### config.mk
export PLATFORM = sky130hd
export DESIGN_NAME = instr_encoder
export DESIGN_NICKNAME = d
export VERILOG_FILES = /design/src/rtl/instr_encoder.sv
export SDC_FILE = /design/constraint.sdc
export NUM_CORES = 1
export LEC_CHECK = 0
export ABC_AREA = 0
export BUFFER_PORTS_ARGS = -buffer_cell sky130_fd_sc_hd__buf_4
export CORE_ASPECT_RATIO = 0.9
export CORE_UTILIZATION = 40
export DETAILED_ROUTE_END_ITERATION = 12
export GPL_ROUTABILITY_DRIVEN = 0
export PLACE_DENSITY = 0.67
export SETUP_SLACK_MARGIN = 0.2
export SKIP_LAST_GASP = 1
export SYNTH_ARGS = -nofsm -noshare
export SYNTH_HDL_FRONTEND = slang
export SYNTH_SLANG_ARGS = --single-unit
### constraint.sdc
create_clock -name clk_i -period 1.7 [get_ports clk_i]
set_input_delay 0.085 -clock clk_i [delete_from_list [all_inputs] [get_ports clk_i]]
set_output_delay 0.085 -clock clk_i [all_outputs]
set_load 0.05 [all_outputs]
### src/rtl/instr_encoder.sv
// Instruction encoder: turns R/I-type field requests into MIPS words and
// streams them into instruction memory at consecutive word addresses.
module instr_encoder #(
    parameter logic [31:0] BASE_ADDR = 32'h0000_0000,
    parameter int          DEPTH     = 32,
    localparam int         CW        = $clog2(DEPTH + 1)
) (
    input  logic          clk_i,
    input  logic          rst_i,
    input  logic          clear_i,
    input  logic          req_valid_i,
    output logic          req_ready_o,
    input  logic [2:0]    req_kind_i,
    input  logic [4:0]    rs_i,
    input  logic [4:0]    rt_i,
    input  logic [4:0]    rd_i,
    input  logic [5:0]    funct_i,
    input  logic [15:0]   imm_i,
    output logic          imem_we_o,
    output logic [31:0]   imem_addr_o,
    output logic [31:0]   imem_data_o,
    output logic [CW-1:0] count_o,
    output logic          full_o,
    output logic          err_o
);

    typedef enum logic [1:0] {
        IDLE,
        ENC,
        WR
    } state_t;

    state_t      state;
    logic [2:0]  kind_q;
    logic [4:0]  rs_q;
    logic [4:0]  rt_q;
    logic [4:0]  rd_q;
    logic [5:0]  funct_q;
    logic [15:0] imm_q;
    logic [31:0] word;
    logic        legal;
    logic        accept;

    assign full_o      = (count_o == CW'(DEPTH));
    assign req_ready_o = (state == IDLE) && !full_o;
    assign accept      = req_valid_i && req_ready_o && !clear_i;

    always_comb begin
        legal = 1'b1;
        word  = '0;
        case (kind_q)
            3'd0: word = {6'h00, rs_q, rt_q, rd_q, 5'b0, funct_q};
            3'd1: word = {6'h08, rs_q, rt_q, imm_q};
            3'd2: word = {6'h23, rs_q, rt_q, imm_q};
            3'd3: word = {6'h2B, rs_q, rt_q, imm_q};
            3'd4: word = {6'h0A, rs_q, rt_q, imm_q};
            3'd5: word = {6'h04, rs_q, rt_q, imm_q};
            default: legal = 1'b0;
        endcase
    end

    always_ff @(posedge clk_i or negedge rst_i) begin
        if (!rst_i) begin
            state       <= IDLE;
            kind_q      <= '0;
            rs_q        <= '0;
            rt_q        <= '0;
            rd_q        <= '0;
            funct_q     <= '0;
            imm_q       <= '0;
            imem_we_o   <= 1'b0;
            imem_addr_o <= '0;
            imem_data_o <= '0;
            count_o     <= '0;
            err_o       <= 1'b0;
        end else if (clear_i) begin
            state     <= IDLE;
            imem_we_o <= 1'b0;
            count_o   <= '0;
            err_o     <= 1'b0;
        end else begin
            case (state)
                IDLE: begin
                    imem_we_o <= 1'b0;
                    if (accept) begin
                        kind_q  <= req_kind_i;
                        rs_q    <= rs_i;
                        rt_q    <= rt_i;
                        rd_q    <= rd_i;
                        funct_q <= funct_i;
                        imm_q   <= imm_i;
                        state   <= ENC;
                    end
                end
                ENC: begin
                    // address uses the count before this word is counted
                    if (legal) begin
                        imem_data_o <= word;
                        imem_addr_o <= BASE_ADDR + (32'(count_o) << 2);
                        imem_we_o   <= 1'b1;
                        state       <= WR;
                    end else begin
                        err_o <= 1'b1;
                        state <= IDLE;
                    end
                end
                WR: begin
                    imem_we_o <= 1'b0;
                    count_o   <= count_o + CW'(1);
                    state     <= IDLE;
                end
                default: begin
                    imem_we_o <= 1'b0;
                    state     <= IDLE;
                end
            endcase
        end
    end

endmodule

==> flow_metrics.env, run 1 <==
export IMPL_status="complete, no violations"
export IMPL_hold_violations=0
export IMPL_power_per_cell_area_nw_per_um2=1386
export IMPL_placement_setup_worst_slack_ps=19.80
export IMPL_diodes=0
export IMPL_grt_total_usage=0.1690
export IMPL_detail_route_drc_violations=0
export IMPL_post_synth_instance_area_um2=3826
export IMPL_dr_total_vias=2736
export IMPL_layout_common_cells="105 x sky130_fd_sc_hd__buf_4, 79 x sky130_fd_sc_hd__dfrtp_1, 43 x sky130_fd_sc_hd__dlygate4sd3_1"
export IMPL_detail_route_wl_per_cell_um=13.87
export IMPL_worst_r2r_cell_count=4
export IMPL_worstPathRequired_ps=1940
export IMPL_synthXorXnorAreaFrac=0.004578
export IMPL_hold_path_startpoint="clear_i"
export IMPL_post_synth_fa_ha_maj_area_fraction=0.006540
export IMPL_slowest_cell_delay_on_critical_path_ps=410
export IMPL_start_kind="flip-flop"
export IMPL_clkTransAtPathRegs_ps=90
export IMPL_route_detailed_vias_per_inst=4.734
export IMPL_achievable_frequency_mhz=595.9
export IMPL_firstDrtPassIters=4
export IMPL_die_h_um=94.79
export IMPL_max_cap_violations=0
export IMPL_design_core_area_um2=9208
export IMPL_starting_density=0.4155
export IMPL_synthSimpleGateAreaFrac=0.08339
export IMPL_worstPathCellList="or3_4, o21ai_4, buf_12, mux2_1"
export IMPL_syn_area_per_cell_um2=12.50
export IMPL_antenna_found_initial=0
export IMPL_drive_above_1_share=0.3706
export IMPL_grt_ovfl_total=0
export IMPL_via_count_of_the_first_global_routing_pass=2632
export IMPL_crit_reg2reg_capture="imm_q[4]"
export IMPL_rows=33
export IMPL_hold_path_depth=3
export IMPL_final_min_period_over_clock_period=0.9871
export IMPL_synth_yosys_seq_area_share=0.5625
export IMPL_yosysUniqueCellTypes=37
export IMPL_power_static_leakage_nw=2.541
export IMPL_synthCells=306
export IMPL_clock_sinks=86
export IMPL_register_to_register_setup_slack_ps=20
export IMPL_end_kind="flip-flop"
export IMPL_yosysWarnings=0
export IMPL_buffer_ports_inserted=90
export IMPL_chipWidth_um=105.1
export IMPL_antenna_left=0
export IMPL_cp_max_fo=26
export IMPL_htree_num_levels=3
export IMPL_final_common_cell="sky130_fd_sc_hd__buf_4"
export IMPL_grt_max_degree=87
export IMPL_synth_compound_area_frac=0.07260
export IMPL_synth_top_family_by_area="multiplexers"
export IMPL_dpl_hpwl_um=5191
export IMPL_worstPathArrival_ps=1910
export IMPL_wire_length_of_the_first_global_routing_pass_um=12960
export IMPL_cts_tree="built"
export IMPL_postSynthRegisterBits=86
export IMPL_setup_viol=0
export IMPL_timing_clock_skew_ps=6.635
export IMPL_layout_nets=497
export IMPL_fp_dieArea_um2=9961
export IMPL_timing_setup_critical_path_class="flip-flop to flip-flop"
export IMPL_number_of_clock_buffers_inserted_by_tritoncts=9
export IMPL_pin_count=118
export IMPL_hold_path_class="input pin to flip-flop"
export IMPL_cp_slowest_cell="sky130_fd_sc_hd__or3_4"
export IMPL_cts_repair_timing_setup_buffer_count=0
export IMPL_slew_violations=0
export IMPL_clock_tree_root_buffer_cell="sky130_fd_sc_hd__clkbuf_8"
export IMPL_setup_slack_ps=21.95
export IMPL_flow_area_growth_from_synthesis_pct=38.75
export IMPL_yosys_mux_area_fraction=0.1769
export IMPL_worst_ir_drop_vdd_uv=1021
export IMPL_initialDrtViolationCount=101
export IMPL_rr_startpoint="count_o[2]"
export IMPL_worstSkewPairLatency_ps=350
export IMPL_fin_hold_ws_ps=144.3
export IMPL_finalWirelength_um=8015
export IMPL_min_delay_worst_endpoint="imem_we_o"
export IMPL_grt_setup_unrepaired="true"
export IMPL_timing_final_crit_period_ps=1678
export IMPL_bufs_on_longest_clock_path=2
==> stage by stage <==
stage                     cells    util  power (mW)  TNS, ps  cell area, um2
after floorplan             332       -       4.994    -3077            3970
after global placement      518  0.5037       5.797        0            4638
after detailed placement    518  0.5037       5.853        0            4638
after CTS                   577  0.5739       7.423        0            5284
after global routing        578  0.5766       7.716    -1278            5309
final                       578  0.5766       7.360        0            5309
==> timing repair <==
action                                  4_1_cts  5_1_grt
endpoints found under the setup margin       51       69
cloned                                        0        1
pin swaps                                     0        1
hold buffers                                 43        0
gates resized for setup                       2        7
hold endpoints to repair                    132        0
==> final cells by class <==
cell class / count / area, um2
Clock buffer: 10 / 137.6
Clock inverter: 6 / 70.07
Fill cell: 798 / 3899
Inverter: 7 / 30.03
Multi-Input combinational cell: 195 / 1476
Sequential cell: 86 / 2161
Tap cell: 122 / 152.6
Timing Repair Buffer: 152 / 1281
==> how the worst max path moves through the flow <==
| stage | start | endpoint | slack [ps] | cells after the start |
|---|---|---|---|---|
| 3_3_place_gp | count_o[2] | imm_q[2] | 30 | 4 |
| 3_5_place_dp | count_o[2] | imm_q[4] | 20 | 4 |
| 6_report | count_o[2] | imm_q[4] | 20 | 4 |
| 4_1_cts | count_o[2] | full_o | 3 | 3 |
| 5_1_grt | count_o[0] | rd_q[1] | -60 | 6 |
| 2_1_floorplan | count_o[2] | rs_q[0] | -90 | 4 |
==> worst max-delay path: cells and delay by family (launching register included) <==
kind	cells	cell delay, ps
AOI/OAI and AO/OA	1	190
buffers and inverters	1	220
muxes	1	340
and+or+nand+nor	1	410
DFF	1	400
==> flip-flops by register name (all words and copies together), names as in the netlist <==
signal,cells
imem_data_o,30
imem_addr_o,6
rs_q,5
imem_we_o,1
imm_q,16
state,2
kind_q,3
err_o,1
funct_q,6
count_o,6
rd_q,5
rt_q,5
==> where the power goes <==
| part | switching, mW | internal [mW] |
|---|---|---|
| registers | 0.336 | 2.57 |
| logic | 1.92 | 1.07 |
| clock network | 0.737 | 0.726 |
| total | 2.99 | 4.37 |
==> Yosys cell counts <==
master / count / area [um2]
sky130_fd_sc_hd__o31ai_1: 1 / 7.510
sky130_fd_sc_hd__or3_1: 3 / 18.77
sky130_fd_sc_hd__ha_1: 2 / 25.02
sky130_fd_sc_hd__nand2_1: 21 / 78.83
sky130_fd_sc_hd__mux2_4: 13 / 195.2
sky130_fd_sc_hd__xor2_1: 1 / 8.760
sky130_fd_sc_hd__a21oi_1: 15 / 75.07
sky130_fd_sc_hd__xnor2_1: 1 / 8.760
sky130_fd_sc_hd__o21ai_4: 1 / 16.27
sky130_fd_sc_hd__a2bb2oi_1: 1 / 8.760
sky130_fd_sc_hd__clkbuf_1: 6 / 22.52
sky130_fd_sc_hd__mux2_1: 35 / 394.1
sky130_fd_sc_hd__nand3_1: 12 / 60.06
sky130_fd_sc_hd__conb_1: 1 / 3.750
sky130_fd_sc_hd__or4_1: 1 / 7.510
sky130_fd_sc_hd__nand3b_1: 1 / 7.510
sky130_fd_sc_hd__nor2_1: 10 / 37.54
sky130_fd_sc_hd__nand4b_1: 1 / 8.760
sky130_fd_sc_hd__mux2i_1: 2 / 20.02
sky130_fd_sc_hd__buf_4: 29 / 217.7
sky130_fd_sc_hd__or3b_1: 1 / 8.760
sky130_fd_sc_hd__nand2b_2: 1 / 8.760
sky130_fd_sc_hd__buf_6: 6 / 67.56
sky130_fd_sc_hd__buf_2: 4 / 20.02
sky130_fd_sc_hd__nand2_2: 1 / 6.260
sky130_fd_sc_hd__inv_1: 7 / 26.28
sky130_fd_sc_hd__o21ai_0: 17 / 85.08
sky130_fd_sc_hd__dfrtp_1: 86 / 2152
sky130_fd_sc_hd__mux2_2: 6 / 67.56
sky130_fd_sc_hd__nand2b_1: 1 / 6.260
sky130_fd_sc_hd__nor4b_4: 1 / 23.77
sky130_fd_sc_hd__nor3b_4: 1 / 18.77
sky130_fd_sc_hd__and2_1: 1 / 6.260
sky130_fd_sc_hd__a31oi_1: 12 / 75.07
sky130_fd_sc_hd__nor3_1: 2 / 10.01
sky130_fd_sc_hd__or3_4: 1 / 11.26
sky130_fd_sc_hd__o211a_1: 1 / 10.01
==> cell families (layout without fill, tap and decap cells) <==
group	after synthesis	count (layout)
AOI/OAI and AO/OA	48	48
xor gates and xnor gates	2	2
adders and majority gates	2	2
buffers and inverters	52	175
DFF	86	86
muxes	56	56
other	1	27
and+or+nand+nor	59	60
==> layer usage <==
layer / part of all wire / track usage / routed length, um
met5: 0 / 0 / 0
met4: 0.011 / 0.05282 / 90
met3: 0.056 / 0.04555 / 452
met2: 0.48 / 0.2776 / 3875
met1: 0.45 / 0.2197 / 3596
(Power assumes the default switching activity.)
==> run 2, diff against run 1 <==
==> constraint.sdc (replaced) <==
create_clock -name clk_i -period 1.7 [get_ports clk_i]
set_input_delay 0.34 -clock clk_i [delete_from_list [all_inputs] [get_ports clk_i]]
set_output_delay 0.34 -clock clk_i [all_outputs]
set_load 0.05 [all_outputs]
==> flow_metrics.env, run 2 (synthesis results as in run 1) <==
export IMPL_met3_wirelength_um=443
export IMPL_wire_length_of_the_first_global_routing_pass_um=13390
export IMPL_post_place_cells=519
export IMPL_buffer_ports_inserted=90
export IMPL_finalWirelength_um=8431
export IMPL_start_kind="flip-flop"
export IMPL_pin_count=118
export IMPL_total_chip_power_mw=7.463
export IMPL_p_comb_frac=0.421
export IMPL_critPathMostFrequentCell="sky130_fd_sc_hd__buf_6"
export IMPL_flow_area_growth_from_synthesis_pct=37.70
export IMPL_top_register="imem_data_o"
export IMPL_reg_top3="imem_data_o: 30 flops, imm_q: 16 flops"
export IMPL_grt_ovfl_total=0
export IMPL_failed_checks="hold timing, setup timing"
export IMPL_worstPathBufferInverterCount=2
export IMPL_highest_layer="met4"
export IMPL_cp_slowest_cell="sky130_fd_sc_hd__dfrtp_2"
export IMPL_antenna_found_initial=0
export IMPL_detail_route_drc_violations=0
export IMPL_cp_max_fo=2
export IMPL_final_fill_count=774
export IMPL_firstDrtPassIters=4
export IMPL_postLayoutCellArea_um2=5269
export IMPL_max_cap_violations=0
export IMPL_final_min_period_over_clock_period=1.133
export IMPL_chipWidth_um=105.1
export IMPL_timing_final_crit_period_ps=1926
export IMPL_hold_violations=1
export IMPL_diodes=0
export IMPL_final_common_cell="sky130_fd_sc_hd__buf_4"
export IMPL_setup_viol=43
export IMPL_antenna_left=0
export IMPL_timing_setup_critical_path_class="flip-flop to output port"
export IMPL_status="finished, violations left"
export IMPL_fin_util=0.5722
export IMPL_placement_setup_worst_slack_ps=-7.559
export IMPL_detail_route_wirelength_met1_um=3984
export IMPL_number_of_clock_buffers_inserted_by_tritoncts=9
export IMPL_wl_met2_um=3948
export IMPL_via_count_of_the_first_global_routing_pass=2569
export IMPL_grt_setup_unrepaired="true"
export IMPL_bufs_on_longest_clock_path=2
export IMPL_worst_ir_drop_vdd_uv=1016
export IMPL_design_core_area_um2=9208
export IMPL_dpl_hpwl_um=5496
export IMPL_power_per_cell_area_nw_per_um2=1416
export IMPL_clock_sinks=86
export IMPL_worstPathArrival_ps=1590
export IMPL_net_switching_power_mw=2.979
export IMPL_layout_nets=469
export IMPL_timing_clock_skew_ps=10.44
export IMPL_initialDrtViolationCount=131
export IMPL_switching_fraction=0.3992
export IMPL_grt_total_usage=0.1772
export IMPL_clkTransAtPathRegs_ps=80
export IMPL_dr_total_vias=2628
export IMPL_power_static_leakage_nw=2.661
export IMPL_rows=33
export IMPL_worstPathCellList="or3_4, buf_6, nor2_4, nor3_4, buf_6"
export IMPL_fp_dieArea_um2=9961
export IMPL_fin_hold_ws_ps=-1.368
export IMPL_postPlaceCellArea_um2=4771
export IMPL_setup_slack_ps=-225.7
export IMPL_cts_tree="built"
export IMPL_largest_register_ff_count=30
export IMPL_slowest_cell_delay_on_critical_path_ps=410
export IMPL_end_kind="output port"
export IMPL_layout_common_cells="107 x sky130_fd_sc_hd__buf_4, 79 x sky130_fd_sc_hd__dfrtp_1, 51 x sky130_fd_sc_hd__mux2_4"
export IMPL_route_detailed_vias_per_inst=4.787
export IMPL_final_cells=549
export IMPL_detail_route_wl_per_cell_um=15.36
export IMPL_seq_power_share=0.392
export IMPL_worstPathRequired_ps=1360
export IMPL_drive_above_1_share=0.5012
export IMPL_worstSkewPairLatency_ps=350
export IMPL_clock_power_share=0.187
export IMPL_starting_density=0.4155
export IMPL_clock_tree_root_buffer_cell="sky130_fd_sc_hd__clkbuf_8"
export IMPL_critPathTopFamily="simple AND/OR/NAND/NOR gates"
export IMPL_htree_num_levels=3
export IMPL_hold_path_class="input pin to async pin"
export IMPL_die_h_um=94.79
export IMPL_internal_power_mw=4.484
export IMPL_achievable_frequency_mhz=519.3
export IMPL_grt_max_degree=87
export IMPL_slew_violations=0
run 2: cell count changes in the layout (fill, tap and decap cells not counted), moves of 2 or more:
cell | before | now
sky130_fd_sc_hd__mux2_1 | 28 | 0
sky130_fd_sc_hd__mux2_2 | 6 | 3
sky130_fd_sc_hd__inv_1 | 6 | 3
sky130_fd_sc_hd__buf_4 | 105 | 107
sky130_fd_sc_hd__mux2_4 | 20 | 51
sky130_fd_sc_hd__clkbuf_1 | 0 | 2
sky130_fd_sc_hd__inv_2 | 0 | 3
sky130_fd_sc_hd__buf_16 | 0 | 3
sky130_fd_sc_hd__buf_6 | 2 | 7
sky130_fd_sc_hd__clkinvlp_4 | 4 | 2
sky130_fd_sc_hd__dlygate4sd3_1 | 43 | 0
sky130_fd_sc_hd__nand2_4 | 0 | 2
sky130_fd_sc_hd__buf_12 | 2 | 6
run 2: worst paths after layout:
path / start / end / slack [ps] / depth (start not counted)
max: count_o[2] / req_ready_o / -230 / 5
min: rst_i / rd_q[2] / -1 / 2
max reg2reg: count_o[2] / funct_q[4] / -220 / 7
min reg2reg: err_o / err_o / 510 / 2
max in group asynchronous: rst_i / count_o[1] / 1310 / 2
min in group clk_i: imm_i[11] / imm_q[11] / 210 / 2
run 2: worst register-to-register path: stages (launching register included):
cell	delay [ps]
sky130_fd_sc_hd__dfrtp_2	410
sky130_fd_sc_hd__or3_4	390
sky130_fd_sc_hd__buf_4	150
sky130_fd_sc_hd__o21ai_4	160
sky130_fd_sc_hd__buf_6	180
sky130_fd_sc_hd__buf_12	120
sky130_fd_sc_hd__buf_16	110
sky130_fd_sc_hd__mux2_4	290
run 2: cell type report:
| type | instances | area (um2) | area share |
|---|---|---|---|
| Clock inverter | 3 | 45.04 | 0.008549 |
| Multi-Input combinational cell | 194 | 1612 | 0.3059 |
| Timing Repair Buffer | 125 | 1125 | 0.2135 |
| Inverter | 7 | 28.78 | 0.005462 |
| Sequential cell | 86 | 2161 | 0.4101 |
| Clock buffer | 12 | 145.1 | 0.02755 |
| Tap cell | 122 | 152.6 | 0.02897 |
run 2: repair_timing:
| action | CTS | global route |
|---|---|---|
| gates resized for setup | 18 | 13 |
| setup endpoints to repair | 66 | 59 |
| buffers inserted | 8 | 3 |
| hold buffers | 0 | 0 |
| hold endpoints to repair | 0 | 0 |
| cloned | 3 | 1 |
| pin swaps | 3 | 1 |
run 2: layer usage:
metal,global-route usage,vias to the layer above
met3,0.05107,7
met2,0.2765,92
met4,0.03873,0
li1,-,1239
met1,0.2461,1290
met5,0,-
run 2: power by group through the flow:
stage	clock (mW)	combinational [mW]	sequential [mW]
floorplan	0	1.08	4.01
finish	1.40	3.14	2.92
global placement	0	2.97	2.94
detailed placement	0	3.01	2.95
CTS	1.45	3.10	2.92
global route	1.53	3.30	2.99
run 2: per-stage QoR:
stage	hold WS [ps]	setup TNS [ps]
finish	-1.368	-6305
global route	40.10	-8665
CTS	35.79	-5595
detailed placement	416.5	-7.559
global placement	410.6	0
floorplan	44.41	-3677
